==> config.mk <==
export PLATFORM = sky130hd
export DESIGN_NAME = ineq_flag_tally_flat
export DESIGN_NICKNAME = d
export VERILOG_FILES = /design/src/rtl/ineq_tally_pkg.sv /design/src/rtl/ineq_flag_tally_if.sv /design/src/rtl/ineq_bit_counter.sv /design/src/rtl/ineq_flag_tally.sv /design/src/flat_wrapper.sv
export SDC_FILE = /design/constraint.sdc
export NUM_CORES = 1
export LEC_CHECK = 0
export BUFFER_PORTS_ARGS = -buffer_cell sky130_fd_sc_hd__buf_2
export CORE_MARGIN = 2
export CORE_UTILIZATION = 29
export DETAILED_ROUTE_END_ITERATION = 10
export SYNTH_ARGS = -nofsm -noshare
export SYNTH_HDL_FRONTEND = slang
export SYNTH_SLANG_ARGS = --single-unit
export TNS_END_PERCENT = 1
==> constraint.sdc <==
create_clock -name clk -period 1.85 [get_ports clk]
set_clock_uncertainty 0.1 [all_clocks]
set_input_delay 0.185 -clock clk [delete_from_list [all_inputs] [get_ports clk]]
set_output_delay 0.185 -clock clk [all_outputs]
set_load 0.1 [all_outputs]
==> src/rtl/ineq_tally_pkg.sv <==
// Shared types and helpers for the inequality flag tally.
// Holds the FSM encoding, flag indices and the counter-width rule.
package ineq_tally_pkg;

  typedef enum logic [1:0] {
    IDLE,
    ACCUM,
    HOLD
  } state_t;

  localparam int FLAG_BIT0 = 0;
  localparam int FLAG_BIT1 = 1;
  localparam int FLAG_BIT2 = 2;

  // Smallest width whose all-ones value can hold a full window.
  function automatic int min_cw(input int window);
    int c;
    c = 1;
    for (int i = 1; i <= 8; i++) begin
      if (((1 << c) - 1) < window) c = c + 1;
    end
    return c;
  endfunction

endpackage

==> src/rtl/ineq_flag_tally_if.sv <==
// Sample-in / result-out handshake bundle for ineq_flag_tally.
// master drives samples and takes results; slave is the tally.
interface ineq_flag_tally_if #(
  parameter int CW = 5
);
  logic [3:0]    num_in;
  logic [2:0]    flags_in;
  logic          in_valid;
  logic          in_ready;
  logic [CW-1:0] cnt2;
  logic [CW-1:0] cnt1;
  logic [CW-1:0] cnt0;
  logic [3:0]    last_num;
  logic          out_valid;
  logic          out_ready;

  modport master (
    output num_in, flags_in, in_valid, out_ready,
    input  in_ready, cnt2, cnt1, cnt0, last_num, out_valid
  );

  modport slave (
    input  num_in, flags_in, in_valid, out_ready,
    output in_ready, cnt2, cnt1, cnt0, last_num, out_valid
  );
endinterface

==> src/rtl/ineq_bit_counter.sv <==
// Per-flag set counter: synchronous clear, then increment.
// Reset and clear both zero it; clear wins over increment.
module ineq_bit_counter #(
  parameter int CW = 5
) (
  input  logic          clk,
  input  logic          reset,
  input  logic          clr,
  input  logic          inc,
  output logic [CW-1:0] count
);

  always_ff @(posedge clk) begin
    if (reset) begin
      count <= '0;
    end else if (clr) begin
      count <= '0;
    end else if (inc) begin
      count <= count + 1'b1;
    end
  end

endmodule

==> src/rtl/ineq_flag_tally.sv <==
// Windowed tally of the 3-bit inequality flags with a held result.
// FSM IDLE/ACCUM/HOLD; in_ready and out_valid decode the state register.
module ineq_flag_tally
  import ineq_tally_pkg::*;
#(
  parameter int WINDOW = 16,
  parameter int CW     = 5
) (
  input  logic clk,
  input  logic reset,
  input  logic clear,
  ineq_flag_tally_if.slave bus
);

  if (WINDOW < 1 || WINDOW > 255) begin : g_bad_window
    $error("ineq_flag_tally: WINDOW out of range 1..255");
  end

  if (CW < min_cw(WINDOW)) begin : g_bad_cw
    $error("ineq_flag_tally: CW too narrow for WINDOW");
  end

  localparam logic [7:0] LAST_IDX = 8'(WINDOW - 1);

  state_t     state;
  state_t     state_next;
  logic [7:0] n;
  logic [3:0] last_q;
  logic       acc;
  logic       win_done;
  logic       clr_cnt;

  assign bus.in_ready  = (state != HOLD);
  assign bus.out_valid = (state == HOLD);
  assign bus.last_num  = last_q;

  // A clear in the same cycle swallows the offered sample.
  assign acc      = bus.in_valid && (state != HOLD) && !clear;
  assign win_done = acc && (n == LAST_IDX);
  assign clr_cnt  = ((state != HOLD) && clear)
                 || ((state == HOLD) && bus.out_ready);

  always_comb begin
    state_next = state;
    unique case (state)
      IDLE, ACCUM: begin
        if (clear)         state_next = IDLE;
        else if (win_done) state_next = HOLD;
        else if (acc)      state_next = ACCUM;
      end
      HOLD: begin
        if (bus.out_ready) state_next = IDLE;
      end
      default: state_next = IDLE;
    endcase
  end

  always_ff @(posedge clk) begin
    if (reset) begin
      state <= IDLE;
    end else begin
      state <= state_next;
    end
  end

  always_ff @(posedge clk) begin
    if (reset) begin
      n <= '0;
    end else if (clr_cnt) begin
      n <= '0;
    end else if (acc) begin
      n <= n + 8'd1;
    end
  end

  always_ff @(posedge clk) begin
    if (reset) begin
      last_q <= '0;
    end else if (win_done) begin
      last_q <= bus.num_in;
    end
  end

  ineq_bit_counter #(.CW(CW)) u_cnt0 (
    .clk   (clk),
    .reset (reset),
    .clr   (clr_cnt),
    .inc   (acc && bus.flags_in[FLAG_BIT0]),
    .count (bus.cnt0)
  );

  ineq_bit_counter #(.CW(CW)) u_cnt1 (
    .clk   (clk),
    .reset (reset),
    .clr   (clr_cnt),
    .inc   (acc && bus.flags_in[FLAG_BIT1]),
    .count (bus.cnt1)
  );

  ineq_bit_counter #(.CW(CW)) u_cnt2 (
    .clk   (clk),
    .reset (reset),
    .clr   (clr_cnt),
    .inc   (acc && bus.flags_in[FLAG_BIT2]),
    .count (bus.cnt2)
  );

endmodule
==> src/flat_wrapper.sv <==
// flat-port wrapper written by rule: the top's interface ports become plain ports
module ineq_flag_tally_flat import ineq_tally_pkg::*;
#(
  parameter int WINDOW = 16,
  parameter int CW     = 5
)
  (clk, reset, clear, bus_num_in, bus_flags_in, bus_in_valid, bus_out_ready, bus_in_ready, bus_cnt2, bus_cnt1, bus_cnt0, bus_last_num, bus_out_valid);
  ineq_flag_tally_if #(.CW(CW)) bus_i ();
  input  logic clk;
  input  logic reset;
  input  logic clear;
  input wire logic [$bits(bus_i.num_in)-1:0] bus_num_in;
  input wire logic [$bits(bus_i.flags_in)-1:0] bus_flags_in;
  input wire logic [$bits(bus_i.in_valid)-1:0] bus_in_valid;
  input wire logic [$bits(bus_i.out_ready)-1:0] bus_out_ready;
  output wire logic [$bits(bus_i.in_ready)-1:0] bus_in_ready;
  output wire logic [$bits(bus_i.cnt2)-1:0] bus_cnt2;
  output wire logic [$bits(bus_i.cnt1)-1:0] bus_cnt1;
  output wire logic [$bits(bus_i.cnt0)-1:0] bus_cnt0;
  output wire logic [$bits(bus_i.last_num)-1:0] bus_last_num;
  output wire logic [$bits(bus_i.out_valid)-1:0] bus_out_valid;
  assign bus_i.num_in = bus_num_in;
  assign bus_i.flags_in = bus_flags_in;
  assign bus_i.in_valid = bus_in_valid;
  assign bus_i.out_ready = bus_out_ready;
  assign bus_in_ready = bus_i.in_ready;
  assign bus_cnt2 = bus_i.cnt2;
  assign bus_cnt1 = bus_i.cnt1;
  assign bus_cnt0 = bus_i.cnt0;
  assign bus_last_num = bus_i.last_num;
  assign bus_out_valid = bus_i.out_valid;
  ineq_flag_tally #(.WINDOW(WINDOW), .CW(CW)) u_core (.clk(clk), .reset(reset), .clear(clear), .bus(bus_i));
endmodule
==> results of run 1 <==
## layer usage
layer | routed length, um | vias up | track usage (%) | part of all wire, %
met4 | 30 | 0 | 5.66 | 1.1
met5 | 0 | - | 0 | 0
met3 | 117 | 4 | 4.22 | 4.2
met1 | 1370 | 528 | 16.7 | 49
li1 | - | 599 | - | -
met2 | 1290 | 17 | 17.4 | 46
## how the worst max path moves through the flow
stage / end / slack (ns) / cells after the start
2_1_floorplan: u_core.u_cnt1.count[4] / -0.14 / 5
3_3_place_gp: u_core.n[5] / 0.15 / 4
3_5_place_dp: u_core.n[5] / 0.15 / 4
4_1_cts: u_core.n[5] / 0.13 / 4
5_1_grt: u_core.n[5] / 0.05 / 4
6_report: u_core.n[5] / 0.13 / 4
## logic make-up after synthesis
logic type               count (synthesis)
XOR/XNOR                                16
AND/OR/NAND/NOR                         71
flip-flops                              29
AO/OA/AOI/OAI                           15
multiplexers                             4
adder cells (fa/ha/maj)                  4
buffers and inverters                    8
## critical path, cell delays in order (launching register included)
cell and delay [ns]:
dfxtp_1 0.32, or4b_4 0.55, o31a_4 0.13, or4_1 0.49, nand2_1 0.07
## power groups by stage
stage	registers [W]	clock network (W)	logic (W)
finish	0.000632	0.000668	0.0000767
global route	0.000632	0.000720	0.0000856
detailed placement	0.000646	0	0.0000777
floorplan	0.000658	0	0.0000342
CTS	0.000632	0.000691	0.0000778
global placement	0.000646	0	0.0000779
## sequential cells by signal, indices dropped and copies added (netlist names)
signal / flops
u_core.u_cnt0.count: 5
u_core.n: 8
u_core.u_cnt2.count: 5
u_core.bus.last_num: 4
u_core.u_cnt1.count: 5
u_core.state: 2
## area by class of cell
cell class	instances	area share (%)
timing repair buffer	38	12.9
inverter	2	0.441
sequential	29	34.1
clock buffer	7	5.07
clock inverter	1	1.76
tap	52	3.82
multi-input combinational	110	41.8
## synth_stat cells, types with 4 or more instances
| cell | number | area [um^2] |
|---|---|---|
| clkbuf_1 | 5 | 18.8 |
| nand2_1 | 7 | 26.3 |
| mux2i_1 | 4 | 40.0 |
| dfxtp_1 | 29 | 581 |
| ha_1 | 4 | 50.1 |
| nor3_1 | 8 | 40.0 |
| xnor2_1 | 9 | 78.8 |
| nand4_1 | 10 | 62.6 |
| nor2_1 | 18 | 67.6 |
| xor2_1 | 7 | 61.3 |
| nand2b_1 | 9 | 56.3 |
| a21oi_1 | 5 | 25.0 |
| nand3_1 | 10 | 50.1 |
## metrics by stage
step / std cells / worst slack (ns)
4_1_cts: 239 / 0.128
5_1_grt: 239 / 0.0499
6_report: 239 / 0.132
2_1_floorplan: 147 / -0.135
3_3_place_gp: 231 / 0.154
3_5_place_dp: 231 / 0.146
==> out/results.ini, run 1 <==
[outcome]
status = completed

[final_layout]
regArea_um2 = 581
drive_gt1_share_pct = 26.2
post-route-util_pct = 38.8
n_antenna_cell = 0
layout.cells.most_common = buf_2
areaGrowthSynthToFinish_pct = 28.5
multi_input_area_um2 = 712
fin_nets = 202
fin_area_um2 = 1700
final_cell_mix = buf_2 (31), dfxtp_1 (29), nor2_1 (18)
fillers = 467

[flow_run]
maxCapViolations = 0

[power]
swShare_pct = 20.5
power.switching_w = 0.000282
pwr-share-comb_pct = 5.6
leakage_nw = 0.680
power.density_nw_per_um2 = 809
p_int_w = 0.00110
p_seq_share_pct = 45.9
total_power_w = 0.00138
clkPwrFrac_pct = 48.5
ir_drop_uv = 339

[synthesis]
synth_compound_area_share_pct = 7.94
syn_area_um2 = 1320
muxShareOfSynthArea_pct = 3.02
synth_xor_area_share_pct = 10.6
synth_top_family_by_area = simple AND/OR/NAND/NOR gates
yosysWarnings = 0
synth-edff-count = 0
avgSynthCellArea_um2 = 9.01
synthFlopType = dfxtp_1
synth_seq_cells = 29
synth_cells = 147
async_flop_share_pct = 0
synthSimpleGateAreaFrac_pct = 28.4
synthAdderAreaFrac_pct = 3.78
ys_seq_area_share_pct = 43.9
syn_nets = 163
ys_types = 29

[clocking]
clk_latency_ns = 0.28
hold_buffers = 0
root_buffer = clkbuf_8
cts.clk_slew.worst_paths_ns = 0.06
clock_sinks = 29
post_cts.repair.setup_buffers = 0
cts_tree = yes
cts_resized = 0
cts_max_level = 2
clockBufferDepth = 2
cts-buffers-inserted = 5

[critical_path]
reg2reg_depth = 4
worstPathMaxFanout = 3
critPathRequiredTime_ns = 1.97
worstSetupStartpointType = flop
path_class = flop to flop
rrSetupSlack_ns = 0.13
r2r-start = u_core.state[0]
crit_start = u_core.state[0]
end_kind = flop
reg2reg_to = u_core.n[5]
cp_data_arrival_time_ns = 1.84

[global_route]
grt_pass1_vias = 1042
gr-total-overflow = 0
antenna_found_initial = 0
grt_max_degree = 22
grt_usage_pct = 12.3
grt_pass1_wl_mm = 4.89

[die]
placementRows = 24
core_area_um2 = 4380
die-height_um = 71.6
die_area_um2 = 5120
io_pins = 33
dieWidth_um = 71.6
initial_core_util_pct = 30.2

[sta]
max_freq_mhz = 582
drv_slew = 0
setup_tns_ns = 0
max_slew_margin_pct = 67.5
post-route-period-util_pct = 92.9
whs_ns = 0.0574
worstMarginPinSlew_ns = 0.490
hold_viol = 0
rsz0062_at_grt = false
fin_crit_ns = 1.72
setup-violations-final = 0

[detailed_routing]
post-route-drc-count = 0
drtPass1Iterations = 4
ant_nets = 0
drtIter0Drc = 42
wl_mm = 2.81
avgViaCountPerCell = 4.80
vias = 1148
wl_per_cell_um = 11.8

[placed_design]
placed_cell_area_um2 = 1590
hpwl_mm = 2.04
io_buffer_count = 32
place.gp.congestion = 0.753

[hold_path]
min_to = u_core.state[0]
worstHoldPathCells = 2
min_from = clear
hold_path.class = primary input to flop

(Power assumes the default switching activity.)
==> run 2, diff against run 1 <==
CTS_CLUSTER_DIAMETER = 60   (was default)
HOLD_SLACK_MARGIN = 0.06   (was default)
==> run 2 against run 1 <==
- sequential share of layout area shrank 0.25 points
- power grew 0.23%
- register-to-register slack is essentially flat
- sequential power is essentially flat
- core utilization grew 0.29 points
- largest cell class unchanged
- fmax shrank 2.2%
- highest routed layer unchanged
==> out/results.ini, run 2 (same netlist as run 1, synthesis figures left out) <==
[global_route]
grt_pass1_wl_mm = 4.92  ; was 4.89 mm
gr-usage-met3_pct = 4.22  ; unchanged
globalRouteMet2Util_pct = 17.6  ; was 17.4%
antenna_found_initial = 0  ; unchanged
grt_pass1_vias = 1052  ; was 1,042
grt_max_degree = 22  ; unchanged
grt_usage_pct = 12.3  ; about the same
met1_usage_pct = 16.7  ; unchanged
busiest_layer = met2  ; unchanged
gr-total-overflow = 0  ; unchanged

[critical_path]
worstPathMaxFanout = 6  ; was 3
critPathRequiredTime_ns = 1.96  ; was 1.97 ns
crit_buf_inv = 2  ; was 0
worstSetupStartpointType = primary input  ; was flop
reg2reg_depth = 4  ; unchanged
cp_data_arrival_time_ns = 1.87  ; was 1.84 ns
reg2reg_to = u_core.n[5]  ; unchanged
cp_slowest_cell = dlygate4sd3_1  ; was or4b_4
r2r-start = u_core.state[0]  ; unchanged
crit_family = simple AND/OR/NAND/NOR gates  ; unchanged
rrSetupSlack_ns = 0.13  ; about the same
critical_path.cell_chain = dlygate4sd3_1 > buf_2 > nor2b_2 > nand4_1 > or4_1 > a21oi_1  ; was or4b_4 > o31a_4 > or4_1 > nand2_1
cpPeakStageDelay_ns = 0.53  ; was 0.55 ns
crit_start = clear  ; was u_core.state[0]
cp_num_cells = 6  ; was 4
end_kind = flop  ; unchanged
path_class = primary input to flop  ; was flop to flop
cp-endpoint = u_core.n[6]  ; was u_core.n[5]

[sta]
hold_viol = 0  ; unchanged
max_slew_margin_pct = 67.5  ; about the same
drv_slew = 0  ; unchanged
max_freq_mhz = 569  ; was 582 MHz
fin_crit_ns = 1.76  ; was 1.72 ns
whs_ns = 0.0714  ; was 0.0574 ns
post-route-period-util_pct = 95.0  ; was 92.9%
setup_tns_ns = 0  ; unchanged
worstMarginPinSlew_ns = 0.490  ; about the same
rsz0062_at_grt = false  ; unchanged
setup-violations-final = 0  ; unchanged

[die]
initial_core_util_pct = 30.2  ; unchanged
core_area_um2 = 4380  ; unchanged
dieWidth_um = 71.6  ; unchanged
die_area_um2 = 5120  ; unchanged
die-height_um = 71.6  ; unchanged
io_pins = 33  ; unchanged
placementRows = 24  ; unchanged

[detailed_routing]
wl_per_cell_um = 11.9  ; was 11.8 um
ant_nets = 0  ; unchanged
post-route-drc-count = 0  ; unchanged
drtIter0Drc = 58  ; was 42
vias = 1156  ; was 1,148
wl_mm = 2.85  ; was 2.81 mm
avgViaCountPerCell = 4.82  ; was 4.80
drtPass1Iterations = 4  ; unchanged

[final_layout]
areaGrowthSynthToFinish_pct = 29.5  ; was 28.5%
fillers = 470  ; was 467
layout.cells.most_common = buf_2  ; unchanged
largest_register_ffs = 8  ; unchanged
fin_nets = 203  ; was 202
top_register = u_core.n  ; unchanged
drive_gt1_share_pct = 26.6  ; was 26.2%
n_antenna_cell = 0  ; unchanged
post-route-util_pct = 39.1  ; was 38.8%
final_cell_mix = buf_2 (31), dfxtp_1 (29), nor2_1 (18)  ; unchanged

[placed_design]
io_buffer_count = 32  ; unchanged
hpwl_mm = 2.04  ; unchanged
place.gp.congestion = 0.753  ; unchanged

[clocking]
cts-buffers-inserted = 5  ; unchanged
clock_sinks = 29  ; unchanged
cts_max_level = 2  ; unchanged
root_buffer = clkbuf_8  ; unchanged
cts.clk_slew.worst_paths_ns = 0.06  ; about the same
post_cts.repair.setup_buffers = 0  ; unchanged
clk_latency_ns = 0.28  ; about the same
cts_tree = yes  ; unchanged
clockBufferDepth = 2  ; unchanged

[power]
ir_drop_uv = 340  ; was 339 uV
leakage_nw = 0.685  ; was 0.680 nW
power.density_nw_per_um2 = 805  ; was 809 nW/um^2
total_power_w = 0.00138  ; about the same

[hold_path]
hold_path.class = primary input to flop  ; unchanged

[flow_run]
maxCapViolations = 0  ; unchanged

[outcome]
status = completed  ; unchanged

-- run 2: cell count changes in the layout (fill, tap and decap cells not counted), sizes merged --
cell	delta
dlygate4sd3	+1
-- run 2: what timing repair did --
action	CTS	global route
resized for setup	0	1
hold endpoints to repair	1	0
endpoints found under the setup margin	0	2
hold buffers	1	0
-- run 2: final cells by class --
class                   instances  area (um^2)  area share, %
clock buffers                   7         86.3           5.04
flip-flops and latches         29          581           33.9
well taps                      52         65.1           3.80
inverters                       2         7.51          0.438
repair buffers                 39          230           13.4
clock inverters                 1         30.0           1.75
multi-input cells             110          714           41.7
-- run 2: layer usage --
metal | part of all wire [%] | vias up
met4 | 1.1 | 0
li1 | - | 602
met5 | 0 | -
met3 | 4.1 | 4
met1 | 50 | 533
met2 | 45 | 17
-- run 2: worst min path at each step --
stage,from,to,slack [ns],cells past startpoint
3_5_place_dp,clear,u_core.state[0],0.35,2
3_3_place_gp,clear,u_core.state[0],0.35,2
5_1_grt,bus_num_in[1],u_core.bus.last_num[1],0.08,3
4_1_cts,bus_num_in[3],u_core.bus.last_num[3],0.06,3
2_1_floorplan,clear,u_core.state[0],0.16,1
6_report,bus_num_in[3],u_core.bus.last_num[3],0.07,3
-- run 2: metrics by stage --
| step | area [um^2] | worst slack [ns] | std cells |
|---|---|---|---|
| after global routing | 1710 | 0.0109 | 240 |
| after detailed placement | 1590 | 0.146 | 231 |
| after CTS | 1710 | 0.0745 | 240 |
| after floorplan | 1330 | -0.135 | 147 |
| after global placement | 1590 | 0.154 | 231 |
| final | 1710 | 0.0934 | 240 |
-- run 2: worst reg2reg max path: stages, from the launching register on --
cell	delay (ns)
dfxtp_1	0.32
or4b_4	0.56
o31a_4	0.13
or4_1	0.49
nand2_1	0.07
-- run 2: power breakdown --
part	switching (W)	internal [W]	leakage (nW)
Sequential	0.00000399	0.000628	0.234
Combinational	0.0000492	0.0000302	0.392
Clock	0.000231	0.000438	0.0585
